==> src/rtl/uart_pkg.sv <==
// Shared definitions for the UART receiver and the future transmitter:
// parity codes, oversampling constants and the receive FSM encoding.
package uart_pkg;

    localparam int unsigned PAR_NONE = 0;
    localparam int unsigned PAR_ODD  = 1;
    localparam int unsigned PAR_EVEN = 2;

    localparam int unsigned OVERSAMPLE = 16;

    // Sample indices within a 16-tick bit; the bit value is the vote of 7, 8 and 9.
    localparam logic [3:0] S_SAMPLE0 = 4'd7;
    localparam logic [3:0] S_SAMPLE1 = 4'd8;
    localparam logic [3:0] S_SAMPLE2 = 4'd9;
    localparam logic [3:0] S_LAST    = 4'd15;

    typedef enum logic [2:0] {
        StIdle,
        StStart,
        StData,
        StParity,
        StStop,
        StWaitIdle
    } rx_state_e;

    function automatic logic majority3(input logic a, input logic b, input logic c);
        return (a & b) | (a & c) | (b & c);
    endfunction

endpackage

==> src/rtl/uart_baud_tick.sv <==
// Oversampling tick generator: one-clock tick every DIV clocks, with a
// synchronous clear so the tick phase can be aligned to an external event.
module uart_baud_tick #(
    parameter int unsigned DIV = 27
) (
    input  logic clk,
    input  logic rst,
    input  logic clr,
    output logic tick
);

    localparam int unsigned CW = (DIV > 1) ? $clog2(DIV) : 1;

    logic [CW-1:0] cnt_q, cnt_d;

    assign tick = (cnt_q == CW'(DIV - 1));

    always_comb begin
        cnt_d = cnt_q + CW'(1);
        if (clr || tick) begin
            cnt_d = '0;
        end
    end

    always_ff @(posedge clk) begin
        if (rst) begin
            cnt_q <= '0;
        end else begin
            cnt_q <= cnt_d;
        end
    end

endmodule

==> src/rtl/uart_rx_param.sv <==
// Parametrised UART receiver: 16x oversampling, majority-vote bit sampling,
// configurable frame format and a one-entry valid/ready holding register.
module uart_rx_param
    import uart_pkg::*;
#(
    parameter int unsigned CLK_FREQ    = 50_000_000,
    parameter int unsigned BAUD        = 115200,
    parameter int unsigned DATA_BITS   = 8,
    parameter int unsigned PARITY      = 0,
    parameter int unsigned STOP_BITS   = 1,
    parameter int unsigned SYNC_STAGES = 2
) (
    input  logic                 clk,
    input  logic                 rst,
    input  logic                 rs232_rx,
    output logic [DATA_BITS-1:0] rx_data,
    output logic                 rx_valid,
    input  logic                 rx_ready,
    output logic                 frame_err,
    output logic                 parity_err,
    output logic                 break_det,
    output logic                 overrun,
    output logic                 busy
);

    localparam int unsigned DIV =
        (CLK_FREQ + (BAUD * OVERSAMPLE) / 2) / (BAUD * OVERSAMPLE);

    if (DIV < 2 || DATA_BITS < 5 || DATA_BITS > 9 || PARITY > 2 ||
        STOP_BITS < 1 || STOP_BITS > 2 || SYNC_STAGES < 2) begin : g_bad_params
        $error("uart_rx_param: illegal parameter combination");
    end

    logic tick, tick_clr;

    uart_baud_tick #(
        .DIV(DIV)
    ) u_baud_tick (
        .clk (clk),
        .rst (rst),
        .clr (tick_clr),
        .tick(tick)
    );

    rx_state_e            state_q, state_d;
    logic [SYNC_STAGES-1:0] sync_q, sync_d;
    logic                 rx_prev_q, rx_prev_d;
    logic [3:0]           s_q, s_d;
    logic [3:0]           bit_cnt_q, bit_cnt_d;
    logic [DATA_BITS-1:0] shift_q, shift_d;
    logic                 samp7_q, samp7_d;
    logic                 samp8_q, samp8_d;
    logic                 par_q, par_d;
    logic [DATA_BITS-1:0] rx_data_q, rx_data_d;
    logic                 rx_valid_q, rx_valid_d;
    logic                 frame_err_q, frame_err_d;
    logic                 parity_err_q, parity_err_d;
    logic                 break_q, break_d;
    logic                 overrun_q, overrun_d;

    logic rx_s, fall, maj, tick_mid, tick_end, complete;
    logic new_frame_err, new_parity_err, new_break, par_calc;

    assign rx_s     = sync_q[SYNC_STAGES-1];
    assign fall     = rx_prev_q & ~rx_s;
    assign maj      = majority3(samp7_q, samp8_q, rx_s);
    assign tick_mid = tick && (s_q == S_SAMPLE2);
    assign tick_end = tick && (s_q == S_LAST);
    assign par_calc = ^{shift_q, par_q};

    always_comb begin
        new_frame_err = ~maj;
        new_break     = ~maj && (shift_q == '0) && (PARITY == PAR_NONE || !par_q);
        if (PARITY == PAR_ODD) begin
            new_parity_err = ~par_calc;
        end else if (PARITY == PAR_EVEN) begin
            new_parity_err = par_calc;
        end else begin
            new_parity_err = 1'b0;
        end
    end

    always_comb begin
        state_d      = state_q;
        sync_d       = {sync_q[SYNC_STAGES-2:0], rs232_rx};
        rx_prev_d    = rx_s;
        s_d          = s_q;
        bit_cnt_d    = bit_cnt_q;
        shift_d      = shift_q;
        samp7_d      = samp7_q;
        samp8_d      = samp8_q;
        par_d        = par_q;
        rx_data_d    = rx_data_q;
        rx_valid_d   = rx_valid_q;
        frame_err_d  = frame_err_q;
        parity_err_d = parity_err_q;
        break_d      = break_q;
        overrun_d    = 1'b0;
        tick_clr     = 1'b0;
        complete     = 1'b0;

        if (tick && state_q != StIdle && state_q != StWaitIdle) begin
            s_d = s_q + 4'd1;
            if (s_q == S_SAMPLE0) samp7_d = rx_s;
            if (s_q == S_SAMPLE1) samp8_d = rx_s;
        end

        unique case (state_q)
            StIdle: begin
                if (fall) begin
                    tick_clr = 1'b1;
                    s_d      = '0;
                    state_d  = StStart;
                end
            end
            StStart: begin
                if (tick_mid && maj) begin
                    state_d = StIdle;
                end else if (tick_end) begin
                    bit_cnt_d = '0;
                    state_d   = StData;
                end
            end
            StData: begin
                if (tick_mid) shift_d = {maj, shift_q[DATA_BITS-1:1]};
                if (tick_end) begin
                    if (bit_cnt_q == 4'(DATA_BITS - 1)) begin
                        state_d = (PARITY != PAR_NONE) ? StParity : StStop;
                    end else begin
                        bit_cnt_d = bit_cnt_q + 4'd1;
                    end
                end
            end
            StParity: begin
                if (tick_mid) par_d = maj;
                if (tick_end) state_d = StStop;
            end
            StStop: begin
                // Frame ends mid-stop-bit so a following start edge is never missed.
                if (tick_mid) begin
                    complete = 1'b1;
                    s_d      = '0;
                    state_d  = maj ? StIdle : StWaitIdle;
                end
            end
            StWaitIdle: begin
                if (rx_s) state_d = StIdle;
            end
            default: state_d = StIdle;
        endcase

        if (complete) begin
            if (!rx_valid_q || rx_ready) begin
                rx_data_d    = shift_q;
                rx_valid_d   = 1'b1;
                frame_err_d  = new_frame_err;
                parity_err_d = new_parity_err;
                break_d      = new_break;
            end else begin
                overrun_d = 1'b1;
            end
        end else if (rx_valid_q && rx_ready) begin
            rx_valid_d = 1'b0;
        end
    end

    always_ff @(posedge clk) begin
        if (rst) begin
            state_q      <= StIdle;
            sync_q       <= '1;
            rx_prev_q    <= 1'b1;
            s_q          <= '0;
            bit_cnt_q    <= '0;
            shift_q      <= '0;
            samp7_q      <= 1'b1;
            samp8_q      <= 1'b1;
            par_q        <= 1'b0;
            rx_data_q    <= '0;
            rx_valid_q   <= 1'b0;
            frame_err_q  <= 1'b0;
            parity_err_q <= 1'b0;
            break_q      <= 1'b0;
            overrun_q    <= 1'b0;
        end else begin
            state_q      <= state_d;
            sync_q       <= sync_d;
            rx_prev_q    <= rx_prev_d;
            s_q          <= s_d;
            bit_cnt_q    <= bit_cnt_d;
            shift_q      <= shift_d;
            samp7_q      <= samp7_d;
            samp8_q      <= samp8_d;
            par_q        <= par_d;
            rx_data_q    <= rx_data_d;
            rx_valid_q   <= rx_valid_d;
            frame_err_q  <= frame_err_d;
            parity_err_q <= parity_err_d;
            break_q      <= break_d;
            overrun_q    <= overrun_d;
        end
    end

    assign rx_data    = rx_data_q;
    assign rx_valid   = rx_valid_q;
    assign frame_err  = frame_err_q;
    assign parity_err = parity_err_q;
    assign break_det  = break_q;
    assign overrun    = overrun_q;
    assign busy       = (state_q != StIdle);

endmodule

==> config.mk <==
export PLATFORM = sky130hd
export DESIGN_NAME = uart_rx_param
export DESIGN_NICKNAME = d
export VERILOG_FILES = /design/src/rtl/uart_pkg.sv /design/src/rtl/uart_baud_tick.sv /design/src/rtl/uart_rx_param.sv
export SDC_FILE = /design/constraint.sdc
export NUM_CORES = 1
export LEC_CHECK = 0
export ABC_AREA = 1
export ABC_CLOCK_PERIOD_IN_PS = 1600
export BUFFER_PORTS_ARGS = -buffer_cell sky130_fd_sc_hd__buf_2
export CORE_MARGIN = 5
export CORE_UTILIZATION = 52
export DETAILED_ROUTE_END_ITERATION = 10
export PLACE_DENSITY = 0.81
export SYNTH_ARGS = -nofsm -noshare
export SYNTH_HDL_FRONTEND = slang
export SYNTH_SLANG_ARGS = --single-unit
==> constraint.sdc <==
create_clock -name clk -period 1.6 [get_ports clk]
set_clock_uncertainty 0.1 [all_clocks]
set_input_delay 0 -clock clk [delete_from_list [all_inputs] [get_ports clk]]
set_output_delay 0 -clock clk [all_outputs]
set_load 0.02 [all_outputs]
==> results of run 1 <==
==> layout make-up <==
type | instances | area [sq um] | share of cell area, %
well taps | 46 | 57.6 | 2.41
inverters | 29 | 114 | 4.76
repair buffers | 41 | 283 | 11.8
clock buffers | 6 | 51.3 | 2.15
multi-input cells | 177 | 1050 | 43.7
flip-flops and latches | 41 | 832 | 34.8
clock inverters | 1 | 7.51 | 0.314
==> power breakdown <==
group,switching (mW),leakage (nW),internal (mW)
combinational,0.699,0.713,0.396
sequential,0.0811,0.335,1.10
clock,0.339,0.0303,0.206
total,1.12,1.08,1.70
==> final timing paths <==
check,start,cells after the start,to,slack [ns]
worst max-delay path,u_baud_tick.cnt_q[0],12,state_q[2],-0.02
worst min-delay path,rs232_rx,3,sync_q[0],0.26
worst max register to register,u_baud_tick.cnt_q[0],12,state_q[2],-0.02
worst min register to register,sync_q[0],1,sync_q[1],0.33
==> stage by stage <==
step / instance area, sq um / utilization, %
2_1_floorplan: 1870 / -
3_3_place_gp: 2080 / 60.9
3_5_place_dp: 2080 / 60.9
4_1_cts: 2270 / 66.3
5_1_grt: 2390 / 70.0
6_report: 2390 / 70.0
==> flip-flops by register name (all words and copies together), names as in the netlist <==
signal             flops
samp8_q                1
rx_prev_q              1
sync_q                 2
rx_data                8
state_q                3
break_det              1
samp7_q                1
overrun                1
bit_cnt_q              4
rx_valid               1
s_q                    4
frame_err              1
shift_q                8
u_baud_tick.cnt_q      5
==> per-layer routing <==
metal | vias up | track usage (%)
met5 | - | 0
met4 | 0 | 7.02
met3 | 20 | 5.60
met2 | 80 | 30.7
met1 | 809 | 21.6
li1 | 895 | -
==> worst register-to-register path: stages (launching register included) <==
cell	delay [ns]
dfxtp_2	0.34
inv_2	0.06
ha_4	0.13
nand2_4	0.05
nor2_4	0.13
buf_6	0.13
nand3_1	0.09
nand2_2	0.10
nand2_2	0.07
nand2_4	0.12
nand3_2	0.09
nand2_2	0.07
nor2_1	0.04
==> timing repair <==
item                                    CTS  global route
hold buffers                              3             0
hold endpoints to repair                 15             0
pin swaps                                 8            16
gates resized for setup                  22            35
buffers inserted                          4             3
endpoints found under the setup margin   18            32
gates cloned                              0             0
==> cell families after synthesis <==
kind of cell / after synthesis / share of synthesized area [%]
and+or+nand+nor: 126 / 30.8
DFF: 41 / 43.9
AOI/OAI and AO/OA: 39 / 10.6
buffers and inverters: 36 / 8.15
adders and majority gates: 6 / 4.01
xor gates and xnor gates: 5 / 2.34
other: 1 / 0.200
==> cells in the final DEF, fill, tap and decap left out, types with 2 or more instances in the layout <==
cell type / instances
inv_1: 19
nand4_1: 5
dfxtp_1: 34
nor4_1: 2
buf_6: 2
or2_2: 3
o21ai_0: 11
o21ai_1: 5
ha_4: 3
nand2_4: 6
nand3_1: 15
o21ai_2: 2
inv_2: 9
nor3_1: 3
clkbuf_4: 5
nand3_2: 5
nor2_1: 39
buf_4: 20
buf_2: 16
nor3_2: 2
ha_1: 3
nand2_1: 31
nand2_2: 8
nor2_2: 3
xor2_1: 5
nor2_4: 4
a21oi_2: 2
dfxtp_2: 6
a21oi_1: 17
dlygate4sd3_1: 3
==> run metrics, run 1 <==
Final period util 101%; Fillers about 260; Slew @ Worst Pin 0.524 ns; CTS tree done; Starting Density a little over half; Worst Setup Start Kind register; area grow syn2layout 27.7%; DIE HEIGHT 70.0 um; WL met1 approximately 1.9 mm; TritonRoute pass-1 iters 5; Post-Layout Cell Count 341; cell count after synthesis approximately 250; DRT iter0 DRCs ~190; Post-synth EDFFs 0; final layout net count just over 300; Max Cap Violations 0; # setup viols final 1; share of cells above drive strength 1 34.2%; Post-DP HPWL 2.74 mm; total track usage 18.2%; CP Capture Type register; clk sink count ~40; Final Wtd Congestion between 0.8 and 0.9; wire length per cell 13.3 um; Worst path top cell family by delay simple AND/OR/NAND/NOR gates; Worst-Skew Late Latency between 0.3 and 0.4 ns; syn_area_per_cell around 7.4 sq um; WL met3 318 um; Max VDD drop 0.000783 V; dominant cell type by area after synthesis dfxtp_1; DIE AREA 4900 sq um; worst min path class in2reg; Top FF cell, synth dfxtp_1; Max Fclk 618 MHz; sequential-to-total area share from yosys stat 43.9%; Post-Synthesis Cell Area about 1900 sq um; syn_nets 264; total power 2.82 mW; critical-path cell list inv_2 > ha_4 > nand2_4 > nor2_4 > buf_6 > nand3_1 > nand2_2 > nand2_2 > nand2_4 > nand3_2 > nand2_2 > nor2_1; initial antenna violation count 0; # port buffers 16; number of remaining DRC errors 0; total wire length 4.53 mm; dpl cells around 320; core region area around 3400 sq um; largest net degree at the start of global routing 19; Leak 1.08 nW; asr flop ratio synth 0%; Routed Antenna Nets 0; synth unique cells 26; row count 21; CTS Buf Count 5; critical path class reg2reg; Die Wd 70.0 um; Slew Limit Fails 0; Pwr per Cell Area 1180 nW/um^2; Highest Signal Layer met4; #FFs+latches synth 41; Slowest cell on crit path dfxtp_2; H-Tree Depth 2; Worst-path clk slew 0.11 ns; worst-path fanout max 6; CP peak stage delay between 0.3 and 0.4 ns; DR vias 1,804; WP data arrival about 1.8 ns; Ys Warns 0; num ports 18; Worst path most repeated cell nand2_2; Worst slew margin around two thirds; top cells by count, synth 41 x dfxtp_1, 41 x nor2_1, 39 x nand2_1; routed vias/inst approximately 5.3; first-pass GRT wire length 7.16 mm; Min Hold Slack 0.263 ns; setup TNS -0.0182 ns; status finished, violations left; crit path buf inv count 2; top area cells in the synthesized netlist dfxtp_1 44%, nor2_1 8.2%, nand2_1 7.8%, nand3_1 5.3%, a21oi_1 5.1%; setup ws final -0.0182 ns; root buf cell clkbuf_4; failing checks negative setup slack; Overflow after GRT 0; vias in the first global route between 1,500 and 2,000; RSZ-0062 raised after global routing yes; pre-CTS setup slack -0.0819 ns; Final Hold Vio Count 0; clock buffer depth 2; met2 routed WL roughly 2.2 mm; Tmin final 1.62 ns; top-area cell type share of the netlist area 43.9%; # diodes 0; Worst Path Required 1.76 ns
Note: power is estimated with default switching activity, not from simulation.
==> inputs of run 2 (changes only) <==
--- a/config.mk
+++ b/config.mk
@@ -6,12 +6,13 @@
 export NUM_CORES = 1
 export LEC_CHECK = 0
 export ABC_AREA = 1
-export ABC_CLOCK_PERIOD_IN_PS = 1600
+export ABC_CLOCK_PERIOD_IN_PS = 2100
 export BUFFER_PORTS_ARGS = -buffer_cell sky130_fd_sc_hd__buf_2
 export CORE_MARGIN = 5
-export CORE_UTILIZATION = 52
+export CORE_UTILIZATION = 62
 export DETAILED_ROUTE_END_ITERATION = 10
-export PLACE_DENSITY = 0.81
+export GPL_ROUTABILITY_DRIVEN = 0
+export PLACE_DENSITY = 0.9
 export SYNTH_ARGS = -nofsm -noshare
 export SYNTH_HDL_FRONTEND = slang
 export SYNTH_SLANG_ARGS = --single-unit
==> constraint.sdc (replaced) <==
create_clock -name clk -period 2.1 [get_ports clk]
set_clock_uncertainty 0.1 [all_clocks]
set_input_delay 0.315 -clock clk [delete_from_list [all_inputs] [get_ports clk]]
set_output_delay 0.315 -clock clk [all_outputs]
set_load 0.02 [all_outputs]
==> run 2 against run 1 <==
Compared with the run above:
- the run now ends clean
- global-route usage decreased by 0.43 points
- wire length shrank 25%
- sequential power shrank 24%
- die area decreased by 14%
- first-iteration DRC count is 47% lower
- critical path type unchanged
- cell count is 11% lower
- combinational power down 47%
- utilization shrank 2.4 points
- worst setup slack better by 0.33 ns
- largest cell class unchanged
==> run metrics, run 2 (synthesized netlist as in run 1, its figures left out) <==
crit path buf inv count 3 (+1); DIE AREA 4220 sq um (-14%); Final Hold Vio Count 0 (unchanged); Hold Buf Count CTS 0 (-3); Post-DP HPWL 2.54 mm (-7.2%); Die Wd 64.9 um (-7.2%); DR vias 1,615 (-10%); WP depth 11 (-1); worst min path class in2reg; Starting Density 62.9% (+8.1 points); DP Area 1960 sq um (-5.8%); Worst path top cell family by delay simple AND/OR/NAND/NOR gates; # diodes 0 (unchanged); total track usage 17.8% (-0.43 points); Hold Crit Start rs232_rx; total wire length 3.38 mm (-25%); Max Cap Violations 0 (unchanged); H-Tree Depth 2 (unchanged); # port buffers 16 (unchanged); Fillers 242 (-5.5%); Worst Setup Start Kind register; post-cts sizing count 0 (-100%); first-pass GRT wire length 5.96 mm (-17%); R2R cell count 11 (-1); row count 20 (-4.8%); RSZ-0062 raised after global routing no; root buf cell clkbuf_4; # setup viols final 0 (-1); Slowest cell on crit path dfxtp_1; Max Fclk 561 MHz (-9.3%); status finished clean; largest net degree at the start of global routing 19 (unchanged); Tmin final 1.78 ns (+0.165 ns); pre-CTS setup slack 0.313 ns (+0.395 ns); wire length per cell 11.1 um (-16%); CP Capture Type register; Post-CTS Setup Bufs 0 (-4); Worst slew margin 63.1% (-1.9 points); number of remaining DRC errors 0 (unchanged); Max VDD drop 0.000578 V (-26%); setup TNS 0 ns (+0.0182 ns); CP peak stage delay 0.35 ns (about the same); CTS Buf Count 5 (unchanged); worst-path fanout max 12 (+6); TritonRoute pass-1 iters 4 (-1); final layout net count 281 (-7.9%); hold endpoint sync_q[0]; area grow syn2layout 7.55%; core region area 2980 sq um (-13%); critical path class reg2reg; FF-to-FF End rx_data[2]; Pwr per Cell Area 925 nW/um^2 (-22%); Leak 0.923 nW (-14%); Routed Antenna Nets 0 (unchanged); fin area 2010 sq um (-16%); routed vias/inst 5.30 (about the same); Worst-path clk slew 0.12 ns (about the same); setup ws final 0.317 ns (+0.335 ns); share of cells above drive strength 1 16.2% (-18 points); initial antenna violation count 0 (unchanged); Final period util 84.9% (-16 points); num ports 18 (unchanged); critical-path cell list inv_1 > ha_1 > nand2_2 > nor2_4 > nand2_2 > clkinv_2 > nand2_4 > nor2_4 > inv_2 > nor2_1 > nor2_1; Slew @ Worst Pin 0.548 ns (+0.0239 ns); clock buffer depth 2 (unchanged); clk sink count 41 (unchanged); FF-to-FF Start u_baud_tick.cnt_q[0]; DIE HEIGHT 64.9 um (-7.2%); vias in the first global route 1,443 (-13%); most frequent cells in the layout 41 x nor2_1, 41 x dfxtp_1, 39 x nand2_1, 24 x inv_1, 20 x nand3_1; Overflow after GRT 0 (unchanged); Worst Path Required 2.26 ns (+0.50 ns); DRT iter0 DRCs 102 (-47%); R2R Setup Slk 0.32 ns (+0.33 ns); Slew Limit Fails 0 (unchanged); CTS tree done; worst hold path stage count 2 (-1); WP data arrival 1.94 ns (+0.16 ns); Worst-Skew Late Latency 0.35 ns (about the same)
-- run 2: how the worst max path moves through the flow --
stage,start,end,slack (ns)
5_1_grt,u_baud_tick.cnt_q[0],rx_data[6],0.12
4_1_cts,u_baud_tick.cnt_q[0],rx_data[2],0.30
3_5_place_dp,u_baud_tick.cnt_q[0],rx_data[2],0.31
2_1_floorplan,u_baud_tick.cnt_q[0],rx_data[1],0.56
3_3_place_gp,u_baud_tick.cnt_q[0],rx_data[7],0.39
6_report,u_baud_tick.cnt_q[0],rx_data[2],0.32
-- run 2: final cells by class --
type | instances | area [sq um] | area share, %
Inverter | 29 | 110 | 5.47
Clock inverter | 3 | 17.5 | 0.870
Timing Repair Buffer | 17 | 87.6 | 4.35
Clock buffer | 5 | 37.5 | 1.86
Sequential cell | 41 | 821 | 40.8
Tap cell | 33 | 41.3 | 2.05
Multi-Input combinational cell | 177 | 898 | 44.6
-- run 2: power by group --
part	total (mW)	internal, mW	switching, mW
combinational	0.579	0.200	0.379
sequential	0.899	0.834	0.0643
clock	0.385	0.126	0.258
total	1.86	1.16	0.702
-- run 2: layer usage --
layer	global-route usage, %	wire, um	vias to the layer above
li1	-	-	849
met1	20.7	1590	736
met2	31.5	1600	24
met3	4.68	155	6
met4	5.80	41	0
met5	0	0	-
-- run 2: metrics by stage --
stage | utilization [%] | total power, mW | instances | hold slack (ns)
2_1_floorplan | - | 1.38 | 254 | 0.289
3_3_place_gp | 65.8 | 1.48 | 297 | 0.290
3_5_place_dp | 65.8 | 1.50 | 297 | 0.295
4_1_cts | 67.6 | 1.87 | 305 | 0.0397
5_1_grt | 67.6 | 2.00 | 305 | 0.0352
6_report | 67.6 | 1.86 | 305 | 0.0439
==> inputs of run 3 (changes only) <==
--- a/config.mk
+++ b/config.mk
@@ -6,13 +6,13 @@
 export NUM_CORES = 1
 export LEC_CHECK = 0
 export ABC_AREA = 1
-export ABC_CLOCK_PERIOD_IN_PS = 2100
+export ABC_CLOCK_PERIOD_IN_PS = 1650
 export BUFFER_PORTS_ARGS = -buffer_cell sky130_fd_sc_hd__buf_2
 export CORE_MARGIN = 5
-export CORE_UTILIZATION = 62
+export CORE_UTILIZATION = 57
 export DETAILED_ROUTE_END_ITERATION = 10
 export GPL_ROUTABILITY_DRIVEN = 0
-export PLACE_DENSITY = 0.9
+export PLACE_DENSITY = 0.84
 export SYNTH_ARGS = -nofsm -noshare
 export SYNTH_HDL_FRONTEND = slang
 export SYNTH_SLANG_ARGS = --single-unit
==> constraint.sdc (replaced) <==
create_clock -name clk -period 1.65 [get_ports clk]
set_clock_uncertainty 0.1 [all_clocks]
set_input_delay 0.2475 -clock clk [delete_from_list [all_inputs] [get_ports clk]]
set_output_delay 0.2475 -clock clk [all_outputs]
set_load 0.02 [all_outputs]
==> run 3 against run 2 <==
Compared with the run above:
- worst setup slack got worse by 0.29 ns
- hold slack improved by 0.036 ns
- critical path depth did not move
- die area rose by 7.4%
- wire length rose by 13%
- cell area rose by 11%
==> run metrics, run 3 (synthesized netlist as in run 1, its figures left out) <==
critical path class reg2reg; total track usage 18.7% (+0.94 points); initial antenna violation count 0 (unchanged); # diodes 0 (unchanged); clock buffer depth 2 (unchanged); wire length per cell 11.6 um (+4.5%); met1 Resource Use GR 22.6% (+1.9 points); CP Capture Type register; CTS Buf Count 5 (unchanged); worst-path fanout max 6 (-6); Sw Pwr 943 uW (+34%); Final period util 98.3% (+13 points); Worst slew margin 63.2% (+0.15 points); Slew @ Worst Pin 0.546 ns (-0.00217 ns); Tmin final 1.62 ns (-0.161 ns); number of remaining DRC errors 0 (unchanged); M2 GR Usage 32.3% (+0.72 points); Worst-path clk slew 0.13 ns (about the same); Worst Setup Start Kind register; switch share 35.1% (-2.6 points); most frequent cells in the layout 40 x nor2_1, 37 x nand2_1, 35 x dfxtp_1, 20 x inv_1, 19 x nand3_1; Slew Limit Fails 0 (unchanged); row count 20 (unchanged); Post-Layout Cell Count 330 (+8.2%); Int Pwr 1.75 mW (+50%); routed vias/inst 5.23 (-1.2%); sequential share of power 42.8% (-5.5 points); DRT iter0 DRCs 167 (+64%); setup ws final 0.0277 ns (-0.289 ns); Max VDD drop 0.000808 V (+40%); Clk pwr share 25.9% (+5.2 points); Worst-Skew Late Latency 0.35 ns (about the same); Final Hold Vio Count 0 (unchanged); Die Wd 67.3 um (+3.6%); vias in the first global route 1,556 (+7.8%); total wire length 3.82 mm (+13%); Comb pwr share 31.3% (+0.2 points); Worst Path Required 1.84 ns (-0.42 ns); Overflow after GRT 0 (unchanged); worst min path class in2reg; largest net degree at the start of global routing 17 (-2); WP data arrival 1.81 ns (-0.13 ns); GRT busiest layer met2; # port buffers 16 (unchanged); R2R Setup Slk 0.03 ns (-0.29 ns); # setup viols final 0 (unchanged); share of cells above drive strength 1 26.2% (+10 points); Final Util 71.9% (+4.3 points); RSZ-0062 raised after global routing yes; Post-DP HPWL 2.73 mm (+7.1%); Max Cap Violations 0 (unchanged); TritonRoute pass-1 iters 4 (unchanged); status finished clean; CTS tree done; Max Fclk 616 MHz (+9.9%); H-Tree Depth 2 (unchanged); pre-CTS setup slack -0.0164 ns (-0.329 ns); root buf cell clkbuf_4; Routed Antenna Nets 0 (unchanged); total power 2.69 mW (+44%); most common cell after layout, fill and taps aside nor2_1; DIE HEIGHT 67.3 um (+3.6%); num ports 18 (unchanged); final layout net count 295 (+5.0%); clk sink count 41 (unchanged); DR vias 1,726 (+6.9%); Pwr per Cell Area 1210 nW/um^2 (+30%); Starting Density 60.3% (-2.5 points); Leak 1.02 nW (+10%); dpl cells 316 (+6.4%); GRT met3 Usage 3.66% (-1.0 points); first-pass GRT wire length 6.59 mm (+11%); area grow syn2layout 19.2%; core region area 3100 sq um (+4.2%); DIE AREA 4530 sq um (+7.4%); Min Hold Slack 0.0797 ns (+0.0358 ns)
[run 3: cell types whose count changed in the layout (fill, tap and decap cells not counted), moves of 5 or more]
cell and change:
buf_4 +11, dfxtp_1 -6, dfxtp_2 +5, o21ai_0 -5
[run 3: what timing repair did]
action / CTS / global route
endpoints found under the setup margin: 2 / 34
endpoints found under the hold margin: 1 / 0
resized for setup: 9 / 20
pin swaps: 4 / 9
buffers inserted: 2 / 3
hold buffers: 1 / 0
[run 3: metal layers]
metal	up-vias	part of all wire [%]
li1	878	-
met1	805	44
met2	36	50
met3	7	4.3
met4	0	1.4
met5	-	0
[run 3: power groups by stage]
stage / clock (mW) / sequential (mW) / combinational [mW]
2_1_floorplan: 0 / 1.15 / 0.606
3_3_place_gp: 0 / 1.15 / 0.792
3_5_place_dp: 0 / 1.16 / 0.805
4_1_cts: 0.705 / 1.13 / 0.814
5_1_grt: 0.756 / 1.16 / 0.971
6_report: 0.697 / 1.15 / 0.842
[run 3: final cells by class]
cell class	instances	area, sq um
Clock buffer	6	51.3
Clock inverter	2	37.5
Fill cell	251	872
Inverter	29	114
Multi-Input combinational cell	177	940
Sequential cell	41	831
Tap cell	44	55.1
Timing Repair Buffer	31	203
[run 3: path summary, 6_finish.rpt]
path	startpoint	to	depth (start not counted)
max	u_baud_tick.cnt_q[0]	rx_data[0]	11
min	rst	samp7_q	3
min reg2reg	sync_q[0]	sync_q[1]	1
max reg2reg	u_baud_tick.cnt_q[0]	rx_data[0]	11
[run 3: worst max-delay path: stages (launching register included)]
cell and delay, ns:
dfxtp_2 0.34, inv_2 0.06, ha_4 0.13, nand2_4 0.05
nor2_4 0.15, nand2_2 0.10, clkinv_4 0.06, nand2_4 0.04
nor2_4 0.17, buf_6 0.13, o21ai_0 0.08, a21oi_1 0.14
[run 3: metrics by stage]
step	area (sq um)	setup TNS [ns]
floorplan	1870	0
global placement	2030	0
detailed placement	2030	-0.0164
CTS	2160	0
global route	2230	-0.776
finish	2230	0
